### config.mk
export PLATFORM = sky130hd
export DESIGN_NAME = demux_dispatch_flat
export DESIGN_NICKNAME = d
export VERILOG_FILES = /design/src/rtl/demux_pkg.sv /design/src/rtl/demux_dispatch_if.sv /design/src/rtl/sync_fifo.sv /design/src/rtl/demux_dispatch.sv /design/src/flat_wrapper.sv
export SDC_FILE = /design/constraint.sdc
export NUM_CORES = 1
export LEC_CHECK = 0
export ABC_AREA = 1
export CAP_MARGIN = 10
export CORE_MARGIN = 2
export CORE_UTILIZATION = 45
export DETAILED_ROUTE_END_ITERATION = 16
export HOLD_SLACK_MARGIN = 0.03
export PLACE_DENSITY_LB_ADDON = 0.15
export SLEW_MARGIN = 20
export SYNTH_ARGS = -nofsm -noshare
export SYNTH_HDL_FRONTEND = slang
export SYNTH_HIERARCHICAL = 1
export SYNTH_SLANG_ARGS = --single-unit
### constraint.sdc
create_clock -name clk -period 4.9 [get_ports clk]
set_input_delay 0.98 -clock clk [delete_from_list [all_inputs] [get_ports clk]]
set_output_delay 0.98 -clock clk [all_outputs]
set_load 0.03 [all_outputs]
### src/rtl/demux_pkg.sv
// Shared definitions for the demux dispatch block.
//   NUM_CH / CH_W : number of demux outputs and width of the select bus
//   demux_req_t   : one routing request (target channel plus data bit)
//   state_t       : dispatcher state (IDLE: nothing presented, DRIVE: request on din/sel)
package demux_pkg;

    localparam int NUM_CH = 8;
    localparam int CH_W   = 3;

    typedef struct packed {
        logic [CH_W-1:0] ch;
        logic            bit_v;
    } demux_req_t;

    typedef enum logic {
        IDLE  = 1'b0,
        DRIVE = 1'b1
    } state_t;

endpackage

### src/rtl/demux_dispatch_if.sv
// Request handshake between a producer and the demux dispatcher.
//   in_valid : producer has a request on in_ch/in_bit
//   in_ready : dispatcher can accept it this cycle
//   in_ch    : target demux channel
//   in_bit   : value to route to that channel
// Modports: master = producer side, slave = dispatcher side.
interface demux_dispatch_if;
    import demux_pkg::*;

    logic            in_valid;
    logic            in_ready;
    logic [CH_W-1:0] in_ch;
    logic            in_bit;

    modport master (output in_valid, output in_ch, output in_bit, input in_ready);
    modport slave  (input in_valid, input in_ch, input in_bit, output in_ready);

endinterface

### src/rtl/sync_fifo.sv
// Single-clock FIFO with synchronous flush.
//   clk, rst_n : clock, asynchronous active-low reset (pointers only)
//   push_i     : write wdata_i (ignored when full)
//   pop_i      : advance the read pointer (ignored when empty)
//   flush_i    : discard all contents; wins over push and pop
//   rdata_o    : head entry (valid when !empty_o)
//   full_o, empty_o, level_o : status
// Pointers carry one extra wrap bit so full and empty are distinguishable
// with all DEPTH slots in use.
module sync_fifo #(
    parameter int WIDTH = 4,
    parameter int DEPTH = 4
) (
    input  logic                       clk,
    input  logic                       rst_n,
    input  logic                       push_i,
    input  logic [WIDTH-1:0]           wdata_i,
    input  logic                       pop_i,
    input  logic                       flush_i,
    output logic [WIDTH-1:0]           rdata_o,
    output logic                       full_o,
    output logic                       empty_o,
    output logic [$clog2(DEPTH+1)-1:0] level_o
);

    localparam int AW = $clog2(DEPTH);
    localparam int LW = $clog2(DEPTH+1);
    localparam logic [AW:0] PTR_ONE = {{AW{1'b0}}, 1'b1};

    logic [WIDTH-1:0] mem_q [DEPTH];
    logic [AW:0]      wr_ptr_q, wr_ptr_d;
    logic [AW:0]      rd_ptr_q, rd_ptr_d;
    logic [AW:0]      count;
    logic             do_push;
    logic             do_pop;

    assign empty_o = (wr_ptr_q == rd_ptr_q);
    assign full_o  = (wr_ptr_q[AW] != rd_ptr_q[AW]) &&
                     (wr_ptr_q[AW-1:0] == rd_ptr_q[AW-1:0]);
    assign count   = wr_ptr_q - rd_ptr_q;
    assign level_o = LW'(count);
    assign rdata_o = mem_q[rd_ptr_q[AW-1:0]];

    assign do_push = push_i && !full_o && !flush_i;
    assign do_pop  = pop_i && !empty_o && !flush_i;

    always_comb begin
        wr_ptr_d = wr_ptr_q;
        rd_ptr_d = rd_ptr_q;
        if (flush_i) begin
            wr_ptr_d = '0;
            rd_ptr_d = '0;
        end else begin
            if (do_push) wr_ptr_d = wr_ptr_q + PTR_ONE;
            if (do_pop)  rd_ptr_d = rd_ptr_q + PTR_ONE;
        end
    end

    always_ff @(posedge clk or negedge rst_n) begin
        if (!rst_n) begin
            wr_ptr_q <= '0;
            rd_ptr_q <= '0;
        end else begin
            wr_ptr_q <= wr_ptr_d;
            rd_ptr_q <= rd_ptr_d;
        end
    end

    // Storage holds only data; its contents are meaningless until written.
    always_ff @(posedge clk) begin
        if (do_push) mem_q[wr_ptr_q[AW-1:0]] <= wdata_i;
    end

endmodule

### src/rtl/demux_dispatch.sv
// Feeder for an 8-way 1-bit demultiplexer.
//   clk, rst_n : clock, asynchronous active-low reset
//   req_if     : request handshake (slave modport: in_valid/in_ready/in_ch/in_bit)
//   flush      : synchronous discard of the queue and the request being presented
//   din, sel   : registered data/select pair driving the demux
//   active     : a request is currently being presented on din/sel
//   level      : queued entries, not counting the one being presented
// Accepted requests are buffered and each is held on din/sel for HOLD cycles,
// back-to-back while more are queued. din returns to 0 when idle so that no
// demux output is asserted; sel keeps its last value.
module demux_dispatch
    import demux_pkg::*;
#(
    parameter int DEPTH = 4,
    parameter int HOLD  = 2
) (
    input  logic                       clk,
    input  logic                       rst_n,
    demux_dispatch_if.slave            req_if,
    input  logic                       flush,
    output logic                       din,
    output logic [CH_W-1:0]            sel,
    output logic                       active,
    output logic [$clog2(DEPTH+1)-1:0] level
);

    localparam int CNT_W = (HOLD > 1) ? $clog2(HOLD) : 1;
    localparam logic [CNT_W-1:0] CNT_LAST = CNT_W'(HOLD - 1);
    localparam logic [CNT_W-1:0] CNT_ONE  = CNT_W'(1);

    if (DEPTH < 2 || (DEPTH & (DEPTH - 1)) != 0) begin : g_bad_depth
        $error("demux_dispatch: DEPTH must be a power of two and >= 2");
    end
    if (HOLD < 1) begin : g_bad_hold
        $error("demux_dispatch: HOLD must be >= 1");
    end

    state_t          state_q;
    logic            din_q;
    logic [CH_W-1:0] sel_q;
    logic            active_q;
    logic [CNT_W-1:0] cnt_q;

    demux_req_t wreq;
    demux_req_t head;
    logic       fifo_full;
    logic       fifo_empty;
    logic       push;
    logic       pop;
    logic       last_cycle;

    // Ready never looks at in_valid, and a pop in the same cycle does not
    // open a slot early when full. It is held low throughout reset.
    assign req_if.in_ready = rst_n && !fifo_full && !flush;
    assign push            = req_if.in_valid && req_if.in_ready;

    assign wreq.ch    = req_if.in_ch;
    assign wreq.bit_v = req_if.in_bit;

    assign last_cycle = (cnt_q == CNT_LAST);

    // Take the next entry when idle, or on the final hold cycle so the
    // following request starts with no gap.
    assign pop = !flush && !fifo_empty && ((state_q == IDLE) || last_cycle);

    sync_fifo #(
        .WIDTH ($bits(demux_req_t)),
        .DEPTH (DEPTH)
    ) u_fifo (
        .clk     (clk),
        .rst_n   (rst_n),
        .push_i  (push),
        .wdata_i (wreq),
        .pop_i   (pop),
        .flush_i (flush),
        .rdata_o (head),
        .full_o  (fifo_full),
        .empty_o (fifo_empty),
        .level_o (level)
    );

    always_ff @(posedge clk or negedge rst_n) begin
        if (!rst_n) begin
            state_q  <= IDLE;
            din_q    <= 1'b0;
            sel_q    <= '0;
            active_q <= 1'b0;
            cnt_q    <= '0;
        end else if (flush) begin
            // sel is deliberately left alone: only din gates the demux.
            state_q  <= IDLE;
            din_q    <= 1'b0;
            active_q <= 1'b0;
            cnt_q    <= '0;
        end else begin
            case (state_q)
                IDLE: begin
                    if (pop) begin
                        din_q    <= head.bit_v;
                        sel_q    <= head.ch;
                        active_q <= 1'b1;
                        cnt_q    <= '0;
                        state_q  <= DRIVE;
                    end
                end
                DRIVE: begin
                    if (last_cycle) begin
                        if (pop) begin
                            din_q    <= head.bit_v;
                            sel_q    <= head.ch;
                            active_q <= 1'b1;
                            cnt_q    <= '0;
                        end else begin
                            din_q    <= 1'b0;
                            active_q <= 1'b0;
                            cnt_q    <= '0;
                            state_q  <= IDLE;
                        end
                    end else begin
                        cnt_q <= cnt_q + CNT_ONE;
                    end
                end
                default: begin
                    state_q <= IDLE;
                end
            endcase
        end
    end

    assign din    = din_q;
    assign sel    = sel_q;
    assign active = active_q;

endmodule

### src/flat_wrapper.sv
// flat-port wrapper written by rule: the top's interface ports become plain ports
module demux_dispatch_flat import demux_pkg::*;
#(
    parameter int DEPTH = 4,
    parameter int HOLD  = 2
)
  (clk, rst_n, flush, din, sel, active, level, req_if_in_valid, req_if_in_ch, req_if_in_bit, req_if_in_ready);
  demux_dispatch_if req_if_i ();
  input  logic clk;
  input  logic rst_n;
  input  logic flush;
  output logic din;
  output logic [CH_W-1:0] sel;
  output logic active;
  output logic [$clog2(DEPTH+1)-1:0] level;
  input wire logic [$bits(req_if_i.in_valid)-1:0] req_if_in_valid;
  input wire logic [$bits(req_if_i.in_ch)-1:0] req_if_in_ch;
  input wire logic [$bits(req_if_i.in_bit)-1:0] req_if_in_bit;
  output wire logic [$bits(req_if_i.in_ready)-1:0] req_if_in_ready;
  assign req_if_i.in_valid = req_if_in_valid;
  assign req_if_i.in_ch = req_if_in_ch;
  assign req_if_i.in_bit = req_if_in_bit;
  assign req_if_in_ready = req_if_i.in_ready;
  demux_dispatch #(.DEPTH(DEPTH), .HOLD(HOLD)) u_core (.clk(clk), .rst_n(rst_n), .req_if(req_if_i), .flush(flush), .din(din), .sel(sel), .active(active), .level(level));
endmodule
==> reports/summary.log, run 1 <==
INFO  routing        routed_via_count=1051
INFO  power_and_ir_drop p_leak=0.000787uW
INFO  sta            max_clock_freq=269MHz
INFO  clock_network  postCtsHoldBufs=0
INFO  worst_setup_path critical_path.reg2reg.startpoint=u_core/u_fifo/rd_ptr_q[1]
INFO  finish         n_fill_cell=306
INFO  outcome        outcome=finished, final reports clean
INFO  place          postPlaceCellArea=1640um^2
INFO  floorplanning  starting_utilization_of_the_core_area=47.1%
INFO  routing        final_antenna_net_count=0
INFO  clock_network  ctsLongestPathBuffers=2
INFO  routing        routed_via_density=4.93
INFO  worst_setup_path r2r_slack=2.24ns
INFO  routing        detail_route.iter0.violations=32
INFO  worst_setup_path cpMostUsedCell=sky130_fd_sc_hd__clkdlybuf4s50_1
INFO  clock_network  clk-insertion-delay-late=0.33ns
INFO  routing        route.final.wire_length=2620um
INFO  sta            timing.final.crit_period=3.72ns
INFO  synth          synth_largest_area_cell=sky130_fd_sc_hd__edfxtp_1
INFO  power_and_ir_drop ir_worst_vdd=208uV
INFO  synth          post_synth_main_area_contributors=sky130_fd_sc_hd__edfxtp_1 (33%), sky130_fd_sc_hd__dfrtp_1 (23%), sky130_fd_sc_hd__nand2_1 (7.3%), sky130_fd_sc_hd__ha_1 (6.1%), sky130_fd_sc_hd__inv_1 (5.7%)
INFO  finish         multiInputGateArea=536um^2
INFO  place          post-dp-hpwl=1970um
INFO  synth          synth_area_per_cell=9.78um^2
INFO  synth          synth_seq_area_share=56.0%
INFO  floorplanning  num_io_pins=17
INFO  finish         design_area=1750um^2
INFO  synth          ys_ff_latch=29
INFO  floorplanning  placementRows=20
INFO  routing        drcViolationCount=0
INFO  floorplanning  chipHeight=60.5um
INFO  floorplanning  dieWidth=60.5um
INFO  floorplanning  core_area=3050um^2
INFO  clock_network  cts.sinks=29
INFO  sta            setup_repair_after_global_routing_missed_its_margin=false
INFO  clock_network  numCtsBuffers=5
INFO  finish         area_growth_syn_to_layout=21.4%
INFO  power_and_ir_drop p_per_area=343nW/um^2
INFO  synth          synthesized_cell_area=1440um^2
INFO  worst_setup_path end_kind=primary output
INFO  synth          synth_nets=163
INFO  worst_setup_path ff2ff_path_depth=11
INFO  global_route   global_route.usage.total=18.1%
INFO  finish         share_of_cells_above_drive_strength_1=10.7%
INFO  sta            skew=0.0128ns
INFO  worst_setup_path timing.critical_path.from_type=input port
INFO  worst_setup_path cpMaxStageDelayCell=sky130_fd_sc_hd__clkdlybuf4s50_1
INFO  synth          yosys.area.top_type_share=33.4%
INFO  sta            setup_viol=0
INFO  worst_setup_path path_cells=clkdlybuf4s50_1, nand2_1, inv_1, clkdlybuf4s50_1
INFO  worst_setup_path required=3.92ns
INFO  global_route   grt_remaining_overflow=0
INFO  sta            worst-slew-pin-transition=0.633ns
INFO  global_route   wire_length_of_the_first_global_routing_pass=4610um
INFO  synth          synthesis_warnings=6
INFO  finish         fin_nets=184
INFO  global_route   first_global_vias=1005
INFO  finish         layout.cells.most_common=sky130_fd_sc_hd__nand2_1
INFO  sta            final_hold_viol_count=0
INFO  hold_path      hold_depth=2
INFO  worst_setup_path worstSetupPathType=input port to primary output
INFO  synth          synth_cells=147
INFO  worst_setup_path cpLargestDelayFamily=buffers and inverters
INFO  worst_setup_path cp_max_fo=14
INFO  sta            timing.final.crit_share=75.9%
INFO  hold_path      worst_hold_path.endpoint=u_core/active
INFO  sta            slew_headroom=57.7%
INFO  routing        routedWlPerCell=12.3um
INFO  hold_path      min-delay-path-class=register to register
INFO  finish         n_antenna_cell=0
INFO  place          placement.io_buffers=16
INFO  clock_network  cts_root_buffer=sky130_fd_sc_hd__clkbuf_4
INFO  worst_setup_path worst_ep_arrival_time=2.74ns
INFO  sta            timing.final.max_slew_violations=0
INFO  floorplanning  die-area=3660um^2
INFO  worst_setup_path worstPathBufferInverterCount=3
INFO  finish         final_cell_mix=sky130_fd_sc_hd__nand2_1 (28), sky130_fd_sc_hd__inv_1 (22), sky130_fd_sc_hd__nor2_1 (17)
INFO  routing        drt_pass1_iterations=4
INFO  sta            timing.setup.tns=0ns
INFO  clock_network  cts.reportedPaths.clkPinSlew=0.09ns
INFO  synth          synth.distinct_cells=18
INFO  worst_setup_path timing.rr.end=u_core/u_fifo/mem_q[0][0]
INFO  global_route   grt_antenna_before_repair=0
INFO  hold_path      hold_path_startpoint=u_core/active
INFO  worst_setup_path crit_path_max_cell_delay=0.87ns
INFO  finish         regArea=806um^2
INFO  clock_network  post_cts.resized_instances=0
INFO  clock_network  cts_max_level=2
INFO  global_route   grt_start_max_net_pins=15
INFO  clock_network  tritoncts=done
INFO  run            maxCapViolations=0
INFO  clock_network  postCtsSetupBuffers=0
INFO  place          gp_congestion=0.712
[sequential cells by signal (all words and copies together) (netlist names)]
signal,count
u_core/active,1
u_core/cnt_q,1
u_core/din,1
u_core/sel,3
u_core/state_q,1
u_core/u_fifo/mem_q,16
u_core/u_fifo/rd_ptr_q,3
u_core/u_fifo/wr_ptr_q,3
[area by class of cell]
class / count / share of cell area [%]
Clock buffer: 5 / 2.15
Inverter: 23 / 4.95
Sequential cell: 29 / 46.2
Multi-Input combinational cell: 93 / 30.7
Timing Repair Buffer: 16 / 9.18
Tap cell: 44 / 3.15
Clock inverter: 3 / 3.73
[per-layer routing]
metal	track usage [%]	vias up	share of wire [%]
li1	-	530	-
met1	23.0	495	46
met2	27.3	21	49
met3	7.68	5	3.8
met4	7.45	0	1.7
met5	0	-	0
[synth_stat cells (all sizes together)]
library cell and number:
inv 23, ha 7, nand3 11, a21oi 1
nand2 32, fa 1, nor2 17, nand4 10
dfrtp 13, o21ai 9, edfxtp 16, buf 2
o22ai 4, xor2 1
[through the flow]
step,total power [uW],worst slack (ns),hold WS (ns),std cells,util [%]
3_5_place_dp,363,1.15,0.462,205,53.8
2_1_floorplan,326,2.36,0.522,147,-
4_1_cts,604,1.15,0.484,213,57.2
5_1_grt,625,1.04,0.518,213,57.2
6_report,599,1.18,0.480,213,57.2
3_3_place_gp,360,1.17,0.459,205,53.8
[power breakdown]
group | switching (uW) | internal [uW] | total [uW]
combinational | 49.5 | 31.2 | 80.7
clock | 83.8 | 158 | 242
sequential | 6.77 | 269 | 276
[worst reg2reg max path: stages (launching register included)]
cell and delay [ns]:
sky130_fd_sc_hd__dfrtp_1 0.46, sky130_fd_sc_hd__inv_1 0.20, sky130_fd_sc_hd__ha_1 0.27, sky130_fd_sc_hd__nand2_1 0.08, sky130_fd_sc_hd__inv_1 0.09, sky130_fd_sc_hd__nand3_4 0.11
sky130_fd_sc_hd__inv_1 0.05, sky130_fd_sc_hd__nor2_1 0.08, sky130_fd_sc_hd__nand2_1 0.07, sky130_fd_sc_hd__nor2_1 0.39, sky130_fd_sc_hd__nand3_2 0.17, sky130_fd_sc_hd__nor2_1 0.35
[cell families (layout without fill, tap and decap cells)]
logic type / after synthesis / in the layout / synth area share, %
adders and majority gates: 8 / 8 / 7.48
AOI/OAI and AO/OA: 14 / 14 / 5.22
DFF: 29 / 29 / 56.0
and+or+nand+nor: 70 / 70 / 23.9
xor gates and xnor gates: 1 / 1 / 0.609
buffers and inverters: 25 / 47 / 6.70
[worst max path at each step]
stage	from	to	slack [ns]	depth (start not counted)
after floorplan	u_core/u_fifo/wr_ptr_q[0]	level[2]	2.36	5
after global placement	rst_n	req_if_in_ready	1.17	4
after detailed placement	rst_n	req_if_in_ready	1.15	4
after CTS	rst_n	req_if_in_ready	1.15	4
after global routing	rst_n	req_if_in_ready	1.04	4
final	rst_n	req_if_in_ready	1.18	4
Power figures use the tool's default switching activity.
==> run 2, diff against run 1 <==
clock period = 3.3 ns   (was 4.9 ns; I/O delays follow)
==> run 2 against run 1 <==
Sequential power increased by 49%. Final cell count rose by 0.47%. Sequential share of layout area increased by 0.30 points. Count of clock-buffer cells in the layout unchanged. Die area unchanged. Critical path depth is 1 higher. Largest power group unchanged.
==> reports/summary.log, run 2 (same netlist as run 1, synthesis figures left out) <==
INFO  outcome        outcome=finished, final reports clean
INFO  sta            timing.final.crit_period=3.10ns
INFO  worst_setup_path worst_ep_arrival_time=2.44ns [-0.30 ns]
INFO  global_route   grt_antenna_before_repair=0 [unchanged]
INFO  clock_network  numCtsBuffers=5 [unchanged]
INFO  worst_setup_path end_kind=primary output
INFO  power_and_ir_drop p_per_area=472nW/um^2 [+38%]
INFO  place          post-dp-hpwl=1920um [-2.6%]
INFO  sta            timing.final.max_slew_violations=0 [unchanged]
INFO  routing        detail_route.iter0.violations=32 [unchanged]
INFO  finish         final_cell_mix=sky130_fd_sc_hd__nand2_1 (28), sky130_fd_sc_hd__inv_1 (22), sky130_fd_sc_hd__nor2_1 (17)
INFO  worst_setup_path worstSetupPathType=register to primary output
INFO  clock_network  postCtsSetupBuffers=0 [unchanged]
INFO  routing        routedWlPerCell=12.1um [-2.1%]
INFO  clock_network  cts.reportedPaths.clkPinSlew=0.10ns [about the same]
INFO  hold_path      min-delay-path-class=register to register
INFO  clock_network  post_cts.resized_instances=0 [unchanged]
INFO  finish         area_growth_syn_to_layout=20.6%
INFO  place          gp_congestion=0.708 [-0.53%]
INFO  global_route   wire_length_of_the_first_global_routing_pass=4470um [-3.0%]
INFO  clock_network  tritoncts=done
INFO  clock_network  clk-insertion-delay-late=0.32ns [about the same]
INFO  clock_network  cts.sinks=29 [unchanged]
INFO  sta            timing.setup.tns=0ns [unchanged]
INFO  worst_setup_path timing.critical_path.from_type=register
INFO  floorplanning  starting_utilization_of_the_core_area=47.1% [unchanged]
INFO  clock_network  ctsLongestPathBuffers=2 [unchanged]
INFO  finish         layout.cells.most_common=sky130_fd_sc_hd__nand2_1
INFO  sta            fin_worst_hold_slack=0.482ns [+0.00246 ns]
INFO  finish         n_fill_cell=284 [-7.2%]
INFO  routing        drt_pass1_iterations=4 [unchanged]
INFO  sta            setup_repair_after_global_routing_missed_its_margin=false
INFO  routing        route.final.wire_length=2580um [-1.7%]
INFO  place          postPlaceCellArea=1650um^2 [+0.46%]
INFO  sta            skew=0.00565ns [-0.00720 ns]
INFO  finish         finalNonFillerCells=214 [+0.47%]
INFO  sta            final_hold_viol_count=0 [unchanged]
INFO  floorplanning  core_area=3050um^2 [unchanged]
INFO  global_route   grt_start_max_net_pins=14 [-1]
INFO  worst_setup_path cp_max_fo=12 [-2]
INFO  finish         n_antenna_cell=0 [unchanged]
INFO  finish         largest_register_ffs=16 [unchanged]
INFO  floorplanning  die-area=3660um^2 [unchanged]
INFO  worst_setup_path required=2.64ns [-1.28 ns]
INFO  finish         share_of_cells_above_drive_strength_1=11.2% [+0.53 points]
INFO  finish         fin_nets=185 [+0.54%]
INFO  clock_network  cts_max_level=2 [unchanged]
INFO  power_and_ir_drop ir_worst_vdd=285uV [+37%]
INFO  routing        routed_via_density=4.82 [-2.3%]
INFO  floorplanning  num_io_pins=17 [unchanged]
INFO  floorplanning  dieWidth=60.5um [unchanged]
INFO  floorplanning  chipHeight=60.5um [unchanged]
INFO  clock_network  cts_root_buffer=sky130_fd_sc_hd__clkbuf_4
INFO  clock_network  postCtsHoldBufs=0 [unchanged]
INFO  sta            slew_headroom=70.0% [+12 points]
INFO  run            maxCapViolations=0 [unchanged]
INFO  place          post-place-cells=206 [+0.49%]
INFO  routing        final_antenna_net_count=0 [unchanged]
INFO  power_and_ir_drop p_leak=0.000778uW [-1.1%]
INFO  routing        routed_via_count=1032 [-1.8%]
INFO  finish         design_area=1730um^2 [-0.65%]
INFO  sta            timing.final.crit_share=93.9%
INFO  global_route   grt_remaining_overflow=0 [unchanged]
INFO  finish         post-route-util=56.8% [-0.37 points]
INFO  global_route   first_global_vias=1060 [+5.5%]
INFO  global_route   global_route.usage.total=17.2% [-0.88 points]
INFO  floorplanning  placementRows=20 [unchanged]
INFO  routing        drcViolationCount=0 [unchanged]
INFO  sta            worst-slew-pin-transition=0.449ns [-0.184 ns]
INFO  sta            setup_viol=0 [unchanged]
INFO  sta            max_clock_freq=323MHz
INFO  place          placement.io_buffers=16 [unchanged]
[run 2: cell types whose count changed in the layout (fill, tap and decap cells not counted)]
cell | before | now
sky130_fd_sc_hd__buf_4 | 0 | 1
sky130_fd_sc_hd__bufinv_16 | 2 | 1
sky130_fd_sc_hd__clkinv_2 | 1 | 0
sky130_fd_sc_hd__clkinv_4 | 0 | 1
sky130_fd_sc_hd__clkinvlp_4 | 0 | 1
[run 2: layout make-up]
cell class	count	area [um^2]	area share [%]
Timing Repair Buffer	17	168	9.67
Multi-Input combinational cell	93	536	30.9
Clock buffer	5	37.5	2.16
Inverter	23	86.3	4.98
Tap cell	44	55.1	3.17
Sequential cell	29	806	46.5
Clock inverter	3	46.3	2.67
[run 2: power by group]
group	switching (uW)	total (uW)	internal, uW
logic	72.8	120	47.1
clock network	128	289	160
registers	9.78	410	400
total	211	818	607
[run 2: stage by stage]
stage | power, uW | worst slack (ns)
2_1_floorplan | 484 | 1.08
3_3_place_gp | 537 | 0.581
3_5_place_dp | 538 | 0.575
4_1_cts | 833 | 0.192
5_1_grt | 869 | 0.0563
6_report | 818 | 0.202
[run 2: worst max-delay path: stages (launching register included)]
cell	delay, ns
sky130_fd_sc_hd__dfrtp_1	0.59
sky130_fd_sc_hd__ha_1	0.22
sky130_fd_sc_hd__inv_1	0.05
sky130_fd_sc_hd__fa_1	0.38
sky130_fd_sc_hd__xor2_1	0.19
sky130_fd_sc_hd__clkdlybuf4s50_1	0.69
[run 2: metal layers]
layer / routed length, um / vias to the layer above / GRT usage, %
met2: 1180 / 20 / 27.0
li1: - / 533 / -
met5: 0 / - / 0
met3: 89 / 6 / 7.04
met1: 1250 / 473 / 21.3
met4: 55 / 0 / 6.52
[run 2: worst paths after layout]
check / startpoint / to / slack (ns) / depth (start not counted)
min in group asynchronous: rst_n / u_core/u_fifo/wr_ptr_q[2] / 0.67 / 2
max: u_core/u_fifo/rd_ptr_q[0] / level[2] / 0.20 / 5
min reg2reg: u_core/din / u_core/din / 0.48 / 2
max in group asynchronous: rst_n / u_core/sel[2] / 2.46 / 2
min: u_core/din / u_core/din / 0.48 / 2
max reg2reg: u_core/u_fifo/rd_ptr_q[0] / u_core/u_fifo/mem_q[3][3] / 0.71 / 10
==> run 3, diff against run 2 <==
CTS_CLUSTER_DIAMETER = 60   (was unset)
==> results of run 3 <==
Final layout, timing and power as in run 2 (identical DEF).
